[src/rtl/clock_reset_pkg.sv]
// Shared types and constants for the clock/reset management tree.
// Holds the reset-sequencer state encoding and the lock-loss counter ceiling.
package clock_reset_pkg;

    typedef enum logic [1:0] {
        StHold,
        StStable,
        StRelease,
        StRun
    } seq_state_t;

    localparam logic [7:0] LOSS_CNT_MAX = 8'd255;

endpackage

[src/rtl/sync_2ff.sv]
// Two-flop synchroniser for asynchronous level signals, any width.
// Outputs follow the input with two cycles of latency; reset clears both stages.
module sync_2ff #(
    parameter int unsigned Width = 1
) (
    input  logic             clk_i,
    input  logic             rst_i,
    input  logic [Width-1:0] d_i,
    output logic [Width-1:0] q_o
);

    logic [Width-1:0] meta_d, meta_q;
    logic [Width-1:0] sync_d, sync_q;

    always_comb begin
        meta_d = d_i;
        sync_d = meta_q;
    end

    always_ff @(posedge clk_i or posedge rst_i) begin
        if (rst_i) begin
            meta_q <= '0;
            sync_q <= '0;
        end else begin
            meta_q <= meta_d;
            sync_q <= sync_d;
        end
    end

    assign q_o = sync_q;

endmodule

[src/rtl/reset_sequencer.sv]
// Filters PLL lock for stability, then releases STAGES active-low resets in order.
// Lock loss in RELEASE/RUN or a soft request drops every stage at once.
module reset_sequencer
    import clock_reset_pkg::*;
#(
    parameter int unsigned LOCK_STABLE_CYCLES = 1024,
    parameter int unsigned STAGES             = 3,
    parameter int unsigned STAGE_GAP          = 16
) (
    input  logic              clock,
    input  logic              rst,
    input  logic              pll_locked,
    input  logic              soft_rst_req,
    output logic [STAGES-1:0] rst_n_out,
    output logic              sys_ready,
    output logic [7:0]        lock_loss_count
);

    // Count value in RELEASE at which RUN is entered, one past the last stage release.
    localparam int unsigned RelSpan = (STAGES - 1) * STAGE_GAP + 1;
    localparam int unsigned CntMax  = (LOCK_STABLE_CYCLES > RelSpan) ? LOCK_STABLE_CYCLES
                                                                      : RelSpan;
    localparam int unsigned CntW    = $clog2(CntMax + 1);

    logic              locked_s;
    seq_state_t        state_d, state_q;
    logic [CntW-1:0]   cnt_d, cnt_q;
    logic [STAGES-1:0] rst_n_d, rst_n_q;
    logic              sys_ready_d, sys_ready_q;
    logic [7:0]        loss_d, loss_q;
    logic [STAGES-1:0] rel_mask;
    logic              lock_lost;

    sync_2ff #(
        .Width(1)
    ) u_lock_sync (
        .clk_i(clock),
        .rst_i(rst),
        .d_i  (pll_locked),
        .q_o  (locked_s)
    );

    always_comb begin
        state_d     = state_q;
        cnt_d       = cnt_q;
        rst_n_d     = rst_n_q;
        sys_ready_d = sys_ready_q;
        loss_d      = loss_q;
        rel_mask    = '0;
        for (int unsigned k = 0; k < STAGES; k++) begin
            rel_mask[k] = (cnt_q == CntW'(k * STAGE_GAP));
        end
        lock_lost = ((state_q == StRelease) || (state_q == StRun)) && !locked_s;

        case (state_q)
            StHold: begin
                rst_n_d     = '0;
                sys_ready_d = 1'b0;
                cnt_d       = '0;
                if (locked_s) begin
                    state_d = StStable;
                end
            end
            StStable: begin
                // A drop here is a glitch: restart filtering without counting a loss.
                if (!locked_s) begin
                    state_d = StHold;
                    cnt_d   = '0;
                end else if (cnt_q == CntW'(LOCK_STABLE_CYCLES - 1)) begin
                    state_d = StRelease;
                    cnt_d   = '0;
                end else begin
                    cnt_d = cnt_q + CntW'(1);
                end
            end
            StRelease: begin
                rst_n_d = rst_n_q | rel_mask;
                if (cnt_q == CntW'(RelSpan)) begin
                    state_d     = StRun;
                    sys_ready_d = 1'b1;
                    cnt_d       = '0;
                end else begin
                    cnt_d = cnt_q + CntW'(1);
                end
            end
            StRun: begin
                sys_ready_d = 1'b1;
            end
            default: begin
                state_d = StHold;
            end
        endcase

        if (lock_lost || (soft_rst_req && (state_q != StHold))) begin
            state_d     = StHold;
            cnt_d       = '0;
            rst_n_d     = '0;
            sys_ready_d = 1'b0;
            if (lock_lost && (loss_q != LOSS_CNT_MAX)) begin
                loss_d = loss_q + 8'd1;
            end
        end
    end

    always_ff @(posedge clock or posedge rst) begin
        if (rst) begin
            state_q     <= StHold;
            cnt_q       <= '0;
            rst_n_q     <= '0;
            sys_ready_q <= 1'b0;
            loss_q      <= '0;
        end else begin
            state_q     <= state_d;
            cnt_q       <= cnt_d;
            rst_n_q     <= rst_n_d;
            sys_ready_q <= sys_ready_d;
            loss_q      <= loss_d;
        end
    end

    assign rst_n_out       = rst_n_q;
    assign sys_ready       = sys_ready_q;
    assign lock_loss_count = loss_q;

endmodule

[config.mk]
export PLATFORM = sky130hd
export DESIGN_NAME = reset_sequencer
export DESIGN_NICKNAME = d
export VERILOG_FILES = /design/src/rtl/clock_reset_pkg.sv /design/src/rtl/sync_2ff.sv /design/src/rtl/reset_sequencer.sv
export SDC_FILE = /design/constraint.sdc
export NUM_CORES = 1
export LEC_CHECK = 0
export ABC_AREA = 1
export CORE_ASPECT_RATIO = 0.5
export CORE_UTILIZATION = 45
export CTS_CLUSTER_DIAMETER = 50
export DETAILED_ROUTE_END_ITERATION = 6
export GPL_TIMING_DRIVEN = 0
export PLACE_DENSITY = 0.66
export SKIP_LAST_GASP = 1
export SYNTH_ARGS = -nofsm -noshare
export SYNTH_HDL_FRONTEND = slang
export SYNTH_HIERARCHICAL = 1
export SYNTH_SLANG_ARGS = --single-unit
[constraint.sdc]
create_clock -name clock -period 2.3 [get_ports clock]
set_input_delay 0.345 -clock clock [delete_from_list [all_inputs] [get_ports clock]]
set_output_delay 0.345 -clock clock [all_outputs]
set_load 0.02 [all_outputs]
==> results.sh, run 1 <==
export IMPL_status="complete, no violations"
export IMPL_post_cts_resized=0
export IMPL_cpPeakStageDelay_ps=440
export IMPL_irDropWorstVdd_mv=0.276
export IMPL_postLayoutCellArea_mm2=0.00191
export IMPL_leakagePower_nw=0.911
export IMPL_synthTopCellsByArea="dfrtp_1 41%, nand2_1 13%, ha_1 6.8%"
export IMPL_synth_edff_count=0
export IMPL_synth_cells=207
export IMPL_coreArea_mm2=0.00347
export IMPL_ant_nets=0
export IMPL_cts_tree="built"
export IMPL_clock_latency_ps=290
export IMPL_cts_sinks=27
export IMPL_slowest_stage="dfrtp_1"
export IMPL_port_buffers=15
export IMPL_cp_end_kind="flip-flop"
export IMPL_h_tree_depth=1
export IMPL_syn_avg_cell_area_um2=7.94
export IMPL_crit_type="flip-flop to flip-flop"
export IMPL_routed_wl_um=3220
export IMPL_area_growth_pct=16.0
export IMPL_finalHoldViolCount=0
export IMPL_max_clock_path_buffers=2
export IMPL_grt_first_pass_wirelength_um=5490
export IMPL_maxSlewViolCount=0
export IMPL_die_x_um=87.5
export IMPL_grt_setup_unrepaired="no"
export IMPL_seq_area_frac_synth_pct=41.1
export IMPL_fmax_mhz=546
export IMPL_final_min_clock_period_ps=1830
export IMPL_async_reset_ff_share_pct=100
export IMPL_critPathBufInv=2
export IMPL_cp_depth=9
export IMPL_fin_ws_ps=470
export IMPL_nFillCells=342
export IMPL_overflow=0
export IMPL_yosys_most_used_dff="dfrtp_1"
export IMPL_reg2reg_depth=9
export IMPL_min_delay_path_class="input port to asynchronous set/reset pin"
export IMPL_netlist_area_mm2=0.00164
export IMPL_place_congestion=0.836
export IMPL_fin_crit_sh_pct=79.6
export IMPL_vias=1351
export IMPL_start_kind="flip-flop"
export IMPL_yosysWarnings=6
export IMPL_grt_pass1_vias=1214
export IMPL_rows=15
export IMPL_ctsHoldBuffers=0
export IMPL_slew_headroom_pct=31.2
export IMPL_cts_root_buf="clkbuf_8"
export IMPL_path_clk_slew_ps=100
export IMPL_postPlaceCellArea_mm2=0.00186
export IMPL_dp_slack_ps=490
export IMPL_crit_chain="inv_1 > ha_1 > o21ai_4 > nand4_4 > buf_6 > nand2_1 > nand2_1 > o21ai_0 > nor2_1"
export IMPL_arrival_ps=2000
export IMPL_synth_nets=220
export IMPL_required_ps=2470
export IMPL_drtIter0Drc=69
export IMPL_worst_pin_slew_ps=1030
export IMPL_crit_top_cell="nand2_1"
export IMPL_path_delay_family="flip-flops"
export IMPL_worst_path_max_fanout=10
export IMPL_hpwl_um=2390
export IMPL_postCtsSetupBuffers=0
export IMPL_ys_ff_latch=27
export IMPL_finalSetupViolations=0
export IMPL_n_antenna_cell=0
export IMPL_synthDistinctLibCells=24
export IMPL_fin_tns_setup_ps=0
export IMPL_route_detailed_drc=0
export IMPL_synth_top_area_share_pct=41.1
export IMPL_yosysMostFrequentCell="nand2_1"
export IMPL_die_area_mm2=0.00391
export IMPL_finClkSkew_ps=12.8
export IMPL_synth_top_area_cell="dfrtp_1"
export IMPL_grtUsageTotal_pct=18.5
export IMPL_ios=16
export IMPL_start_util_pct=47.4
export IMPL_vias_per_cell=4.88
export IMPL_numCtsBuffers=3
export IMPL_p_per_area_mw_per_mm2=839
export IMPL_ys_top_cells_by_count="55 x nand2_1, 27 x dfrtp_1, 26 x inv_1, 22 x nor2_1, 18 x nand3_1"
export IMPL_grt_max_degree=26
export IMPL_die_y_um=44.7
export IMPL_drv_cap=0
export IMPL_nets=240
export IMPL_layout_drive_gt1_share_pct=9.29
export IMPL_antenna_found_initial=0
export IMPL_wl_per_cell_um=11.6
export IMPL_dr_pass1_iters=4
-- area by class of cell --
cell class	count	area [µm²]	area share (%)
multi-input combinational	151	852	44.7
tap	51	63.8	3.35
clock buffer	3	41.3	2.17
sequential	27	676	35.4
timing repair buffer	15	150	7.87
buffer	1	11.3	0.591
inverter	28	105	5.51
clock inverter	1	7.51	0.394
-- power breakdown --
| part | internal, mW | switching, mW | total, mW |
|---|---|---|---|
| Combinational | 0.256 | 0.463 | 0.720 |
| Sequential | 0.526 | 0.0648 | 0.591 |
| Clock | 0.124 | 0.166 | 0.289 |
| Total | 0.906 | 0.694 | 1.60 |
-- through the flow --
stage               util, %  total power [mW]  cells  hold slack (ps)
finish                 54.9              1.60    277              214
global route           54.9              1.73    277              249
CTS                    54.9              1.62    277              207
detailed placement     53.5              1.32    273              344
global placement       53.5              1.32    273              333
floorplan                 -              1.14    207             86.2
-- flip-flops by register name, summed over array words and instances (netlist names) --
register / count
cnt_q: 11
lock_loss_count: 8
rst_n_out: 3
state_q: 2
sys_ready: 1
u_lock_sync/meta_q: 1
u_lock_sync/q_o: 1
-- kinds of logic after synthesis --
group / Yosys count / share of synthesized area [%]
AOI/OAI and AO/OA: 18 / 7.76
buffers and inverters: 29 / 7.08
and+or+nand+nor: 114 / 31.9
adders and majority gates: 9 / 6.85
DFF: 27 / 41.1
xor gates and xnor gates: 10 / 5.33
-- worst paths after layout --
| path | slack, ps | from | end |
|---|---|---|---|
| max | 470 | state_q[0] | cnt_q[5] |
| min | 210 | rst | u_lock_sync/meta_q |
| max reg2reg | 470 | state_q[0] | cnt_q[5] |
| min reg2reg | 370 | u_lock_sync/meta_q | u_lock_sync/q_o |
| max in group asynchronous | 1040 | rst | rst_n_out[1] |
| min in group clock | 370 | u_lock_sync/meta_q | u_lock_sync/q_o |
-- routing by layer --
metal	track usage, %	part of all wire [%]	wire [µm]
met5	0	0	0
met3	4.94	3.6	117
met2	31.7	46	1480
met1	23.7	50	1600
met4	4.92	0.50	16
-- cells in the final DEF (no fill, tap or decap) --
cell / n
nand2_1: 55
dfrtp_1: 27
inv_1: 26
nor2_1: 22
nand3_1: 18
clkdlybuf4s50_1: 15
ha_1: 9
o21ai_0: 8
xor2_1: 7
nor3_1: 4
a21oi_1: 4
xnor2_1: 3
nor2_2: 3
nand4_1: 3
nand2_2: 3
a31oi_1: 3
clkbuf_8: 3
a21oi_4: 2
inv_2: 2
nand3_2: 2
o21ai_4: 1
nand4_4: 1
or2_4: 1
buf_6: 1
nand3b_1: 1
nor2_4: 1
clkinvlp_4: 1
(Power assumes the default switching activity.)
==> run 2: changes to the inputs <==
==> constraint.sdc (replaced) <==
create_clock -name clock -period 1.76 [get_ports clock]
set_input_delay 0.264 -clock clock [delete_from_list [all_inputs] [get_ports clock]]
set_output_delay 0.264 -clock clock [all_outputs]
set_load 0.02 [all_outputs]
==> run 2 against run 1 <==
  * Via count rose by 2.0%
  * Sequential share of layout area fell by 1.9 points
  * Register-to-register slack got worse by 400 ps
  * Largest power group unchanged
  * Clock skew fell by 1.5 ps
  * Flip-flop and latch count did not move
  * Design area rose by 5.7%
==> results.sh, run 2 (synthesized netlist as in run 1, its figures left out) <==
export IMPL_hpwl_um=2390
export IMPL_cp_end_kind="flip-flop"
export IMPL_max_clock_path_buffers=2
export IMPL_grt_pass1_vias=1233
export IMPL_hold_ws_ps=135
export IMPL_die_x_um=87.5
export IMPL_cts_tree="built"
export IMPL_top_usage_layer="met2"
export IMPL_layout_cells_non_filler=285
export IMPL_route_detailed_drc=0
export IMPL_postPlaceCellArea_mm2=0.00186
export IMPL_fmax_mhz=590
export IMPL_irDropWorstVdd_mv=0.362
export IMPL_dpl_cell_count=273
export IMPL_grt_setup_unrepaired="yes"
export IMPL_routed_wl_um=3300
export IMPL_start_kind="flip-flop"
export IMPL_worst_path_max_fanout=8
export IMPL_min_delay_path_class="input port to asynchronous set/reset pin"
export IMPL_required_ps=1930
export IMPL_finalSetupViolations=0
export IMPL_ctsHoldBuffers=0
export IMPL_layout_drive_gt1_share_pct=15.0
export IMPL_place_congestion=0.836
export IMPL_worst_pin_slew_ps=1010
export IMPL_dr_pass1_iters=4
export IMPL_nets=248
export IMPL_critPathBufInv=2
export IMPL_arrival_ps=1870
export IMPL_numCtsBuffers=3
export IMPL_path_clk_slew_ps=100
export IMPL_crit_chain="buf_6 > ha_4 > o21ai_4 > nand4_4 > buf_6 > nand2_1 > nand2_1 > o21ai_0 > nor2_1"
export IMPL_fin_crit_sh_pct=96.2
export IMPL_die_area_mm2=0.00391
export IMPL_n_antenna_cell=0
export IMPL_wl_per_cell_um=11.6
export IMPL_area_growth_pct=22.6
export IMPL_die_y_um=44.7
export IMPL_slowest_stage="dfrtp_1"
export IMPL_fin_tns_setup_ps=0
export IMPL_use_met3_pct=4.94
export IMPL_crit_type="flip-flop to flip-flop"
export IMPL_path_delay_family="flip-flops"
export IMPL_slew_headroom_pct=32.8
export IMPL_grt_max_degree=26
export IMPL_status="complete, no violations"
export IMPL_antenna_found_initial=0
export IMPL_ios=16
export IMPL_drv_cap=0
export IMPL_dp_slack_ps=-50.0
export IMPL_maxSlewViolCount=0
export IMPL_layout_common_cells="54 x nand2_1, 27 x dfrtp_1, 25 x inv_1"
export IMPL_finalHoldViolCount=0
export IMPL_rows=15
export IMPL_final_min_clock_period_ps=1690
export IMPL_cpPeakStageDelay_ps=440
export IMPL_fin_ws_ps=66.1
export IMPL_start_util_pct=47.4
export IMPL_postLayoutCellArea_mm2=0.00202
export IMPL_port_buffers=15
export IMPL_cts_root_buf="clkbuf_8"
export IMPL_grt_util_met1_pct=23.8
export IMPL_h_tree_depth=1
export IMPL_grtUsageTotal_pct=18.5
export IMPL_globalRouteMet2Util_pct=31.6
export IMPL_leakagePower_nw=0.954
export IMPL_finClkSkew_ps=11.3
export IMPL_largest_reg_flops=11
export IMPL_grt_first_pass_wirelength_um=5520
export IMPL_top_register="cnt_q"
export IMPL_vias=1378
export IMPL_vias_per_cell=4.84
export IMPL_p_per_area_mw_per_mm2=1120
export IMPL_overflow=0
export IMPL_coreArea_mm2=0.00347
export IMPL_clock_latency_ps=290
export IMPL_drtIter0Drc=58
export IMPL_ant_nets=0
export IMPL_mostFrequentLayoutCell="nand2_1"
export IMPL_cts_sinks=27
run 2: timing repair:
item,4_1_cts,5_1_grt
cloned,1,0
gates resized for setup,2,11
buffers inserted,1,6
pin swaps,3,7
endpoints found under the setup margin,15,16
run 2: where the power goes:
group          switching, mW  internal, mW  leakage, nW  total, mW
Sequential            0.0773         0.687        0.367      0.764
Clock                  0.215         0.162       0.0217      0.376
Combinational          0.674         0.433        0.566       1.11
run 2: path summary, 6_finish.rpt:
path,start,cells past startpoint,endpoint,slack (ps)
worst max-delay path,state_q[1],9,cnt_q[5],70
worst min-delay path,rst,2,u_lock_sync/meta_q,140
worst max register to register,state_q[1],9,cnt_q[5],70
worst min register to register,u_lock_sync/meta_q,0,u_lock_sync/q_o,370
max in group asynchronous,rst,2,cnt_q[2],600
min in group clock,u_lock_sync/meta_q,0,u_lock_sync/q_o,370
run 2: per-stage QoR:
stage	power [mW]	util [%]
global route	2.42	58.1
floorplan	1.48	-
finish	2.25	58.1
detailed placement	1.73	53.5
global placement	1.72	53.5
CTS	2.16	55.4
run 2: final cells by class:
class	instances	area, µm²
sequential	27	676
clock buffer	3	41.3
buffer	1	11.3
fill	330	1460
clock inverter	1	7.51
inverter	28	105
multi-input combinational	151	892
timing repair buffer	23	219
tap	51	63.8
run 2: metal layers:
| layer | wire length, µm | vias to the layer above | part of all wire, % |
|---|---|---|---|
| li1 | - | 713 | - |
| met1 | 1620 | 642 | 49 |
| met2 | 1550 | 21 | 47 |
| met3 | 113 | 2 | 3.4 |
| met4 | 16 | 0 | 0.49 |
| met5 | 0 | - | 0 |
==> run 3: changes to the inputs <==
--- a/config.mk
+++ b/config.mk
@@ -7,11 +7,12 @@
 export LEC_CHECK = 0
 export ABC_AREA = 1
 export CORE_ASPECT_RATIO = 0.5
-export CORE_UTILIZATION = 45
+export CORE_UTILIZATION = 55
 export CTS_CLUSTER_DIAMETER = 50
 export DETAILED_ROUTE_END_ITERATION = 6
+export DONT_BUFFER_PORTS = 1
 export GPL_TIMING_DRIVEN = 0
-export PLACE_DENSITY = 0.66
+export PLACE_DENSITY = 0.71
 export SKIP_LAST_GASP = 1
 export SYNTH_ARGS = -nofsm -noshare
 export SYNTH_HDL_FRONTEND = slang
==> run 3 against run 2 <==
  * Sequential power grew 9.2%
  * Final cell count decreased by 11%
  * Wire length fell by 2.2%
  * Clock power about the same
  * Count of clock-buffer cells in the layout is the same
  * Power is 3.9% lower
  * Clock skew increased by 4.3 ps
  * Setup slack gained 36 ps
  * Die area decreased by 18%
  * Flip-flop and latch count did not move
  * Non-clock buffer count fell by 16
==> results.sh, run 3 (synthesized netlist as in run 1, its figures left out) <==
export IMPL_overflow=0
export IMPL_finalHoldViolCount=0
export IMPL_hold_ws_ps=73.9
export IMPL_hpwl_um=2260
export IMPL_crit_type="flip-flop to flip-flop"
export IMPL_finish_utilization_pct=67.7
export IMPL_clock_latency_ps=290
export IMPL_vias=1331
export IMPL_grt_max_degree=26
export IMPL_multi_input_comb_area_um2=892
export IMPL_ant_nets=0
export IMPL_cts_root_buf="clkbuf_8"
export IMPL_cts_tree="built"
export IMPL_postPlaceCellArea_mm2=0.00169
export IMPL_grt_first_pass_wirelength_um=5050
export IMPL_drtIter0Drc=56
export IMPL_arrival_ps=1820
export IMPL_h_tree_depth=1
export IMPL_nFillCells=223
export IMPL_fin_ws_ps=102
export IMPL_numCtsBuffers=3
export IMPL_worst_path_max_fanout=8
export IMPL_top_register="cnt_q"
export IMPL_dp_slack_ps=-75.0
export IMPL_irDropWorstVdd_mv=0.506
export IMPL_rows=13
export IMPL_dpl_cell_count=244
export IMPL_n_antenna_cell=0
export IMPL_start_kind="flip-flop"
export IMPL_layout_common_cells="54 x nand2_1, 23 x inv_1, 23 x dfrtp_1"
export IMPL_path_clk_slew_ps=110
export IMPL_final_min_clock_period_ps=1660
export IMPL_status="complete, no violations"
export IMPL_maxSlewViolCount=0
export IMPL_leakagePower_nw=0.882
export IMPL_largest_reg_flops=11
export IMPL_ios=16
export IMPL_die_y_um=40.7
export IMPL_cp_end_kind="flip-flop"
export IMPL_route_detailed_drc=0
export IMPL_die_area_mm2=0.00323
export IMPL_finalSetupViolations=0
export IMPL_grt_setup_unrepaired="no"
export IMPL_cts_sinks=27
export IMPL_drv_cap=0
export IMPL_wl_per_cell_um=12.6
export IMPL_max_clock_path_buffers=2
export IMPL_port_buffers=0
export IMPL_slew_headroom_pct=36.0
export IMPL_nets=232
export IMPL_mostFrequentLayoutCell="nand2_1"
export IMPL_min_delay_path_class="input port to asynchronous set/reset pin"
export IMPL_seq_area_um2=681
export IMPL_p_per_area_mw_per_mm2=1170
export IMPL_fin_crit_sh_pct=94.2
export IMPL_fmax_mhz=603
export IMPL_die_x_um=79.3
export IMPL_grt_pass1_vias=1151
export IMPL_antenna_found_initial=0
export IMPL_grtUsageTotal_pct=21.3
export IMPL_finClkSkew_ps=15.6
export IMPL_start_util_pct=60.5
export IMPL_layout_drive_gt1_share_pct=18.3
export IMPL_layout_cells_non_filler=255
export IMPL_postLayoutCellArea_mm2=0.00184
export IMPL_routed_wl_um=3220
export IMPL_worst_pin_slew_ps=960
export IMPL_area_growth_pct=11.9
export IMPL_dr_pass1_iters=4
export IMPL_coreArea_mm2=0.00272
export IMPL_fin_tns_setup_ps=0
export IMPL_total_power_mw=2.16
export IMPL_place_congestion=0.840
export IMPL_vias_per_cell=5.22
export IMPL_required_ps=1920
[run 3: cell count changes in the layout (fill, tap and decap cells not counted), moves of 2 or more]
cell             delta
clkdlybuf4s50_1    -15
dfrtp_1             -4
dfrtp_2             +4
buf_6               -3
dlygate4sd3_1       +2
ha_1                -2
ha_2                +2
inv_1               -2
inv_2               +2
[run 3: power breakdown]
| part | switching (mW) | internal (mW) |
|---|---|---|
| Sequential | 0.139 | 0.695 |
| Clock | 0.218 | 0.161 |
| Combinational | 0.605 | 0.343 |
| Total | 0.962 | 1.20 |
[run 3: cell type report]
type / instances / share of cell area, %
Buffer: 1 / 0.612
Clock buffer: 3 / 2.24
Clock inverter: 1 / 0.408
Inverter: 28 / 5.71
Multi-Input combinational cell: 151 / 48.5
Sequential cell: 27 / 37.0
Tap cell: 37 / 2.52
Timing Repair Buffer: 7 / 2.99
[run 3: timing repair]
| action | CTS | global route |
|---|---|---|
| setup buffers | 1 | 3 |
| gates cloned | 0 | 1 |
| hold buffers | 2 | 0 |
| resized for setup | 1 | 15 |
| pin swaps | 2 | 4 |
| setup endpoints to repair | 16 | 17 |
| endpoints found under the hold margin | 3 | 0 |
[run 3: routing by layer]
metal,wire (µm),global-route usage [%],up-vias
met5,0,0,-
met4,0,1.36,0
met3,129,6.00,0
met2,1490,38.1,22
met1,1610,27.8,627
li1,-,-,682
[run 3: final timing paths]
check,start,endpoint,slack [ps],depth (start not counted)
max,state_q[0],cnt_q[5],100,9
min,rst,cnt_q[6],70,1
max reg2reg,state_q[0],cnt_q[5],100,9
min reg2reg,u_lock_sync/meta_q,u_lock_sync/q_o,350,0
max in group asynchronous,rst,state_q[0],1040,1
min in group clock,u_lock_sync/meta_q,u_lock_sync/q_o,350,0
[run 3: critical path, cell delays in order (launching register included)]
cell	delay, ps
dfrtp_2	460
buf_4	160
ha_2	200
nor2_2	120
nand4_4	190
buf_6	190
nand2_1	50
nand2_1	40
o21ai_0	60
nor2_1	70
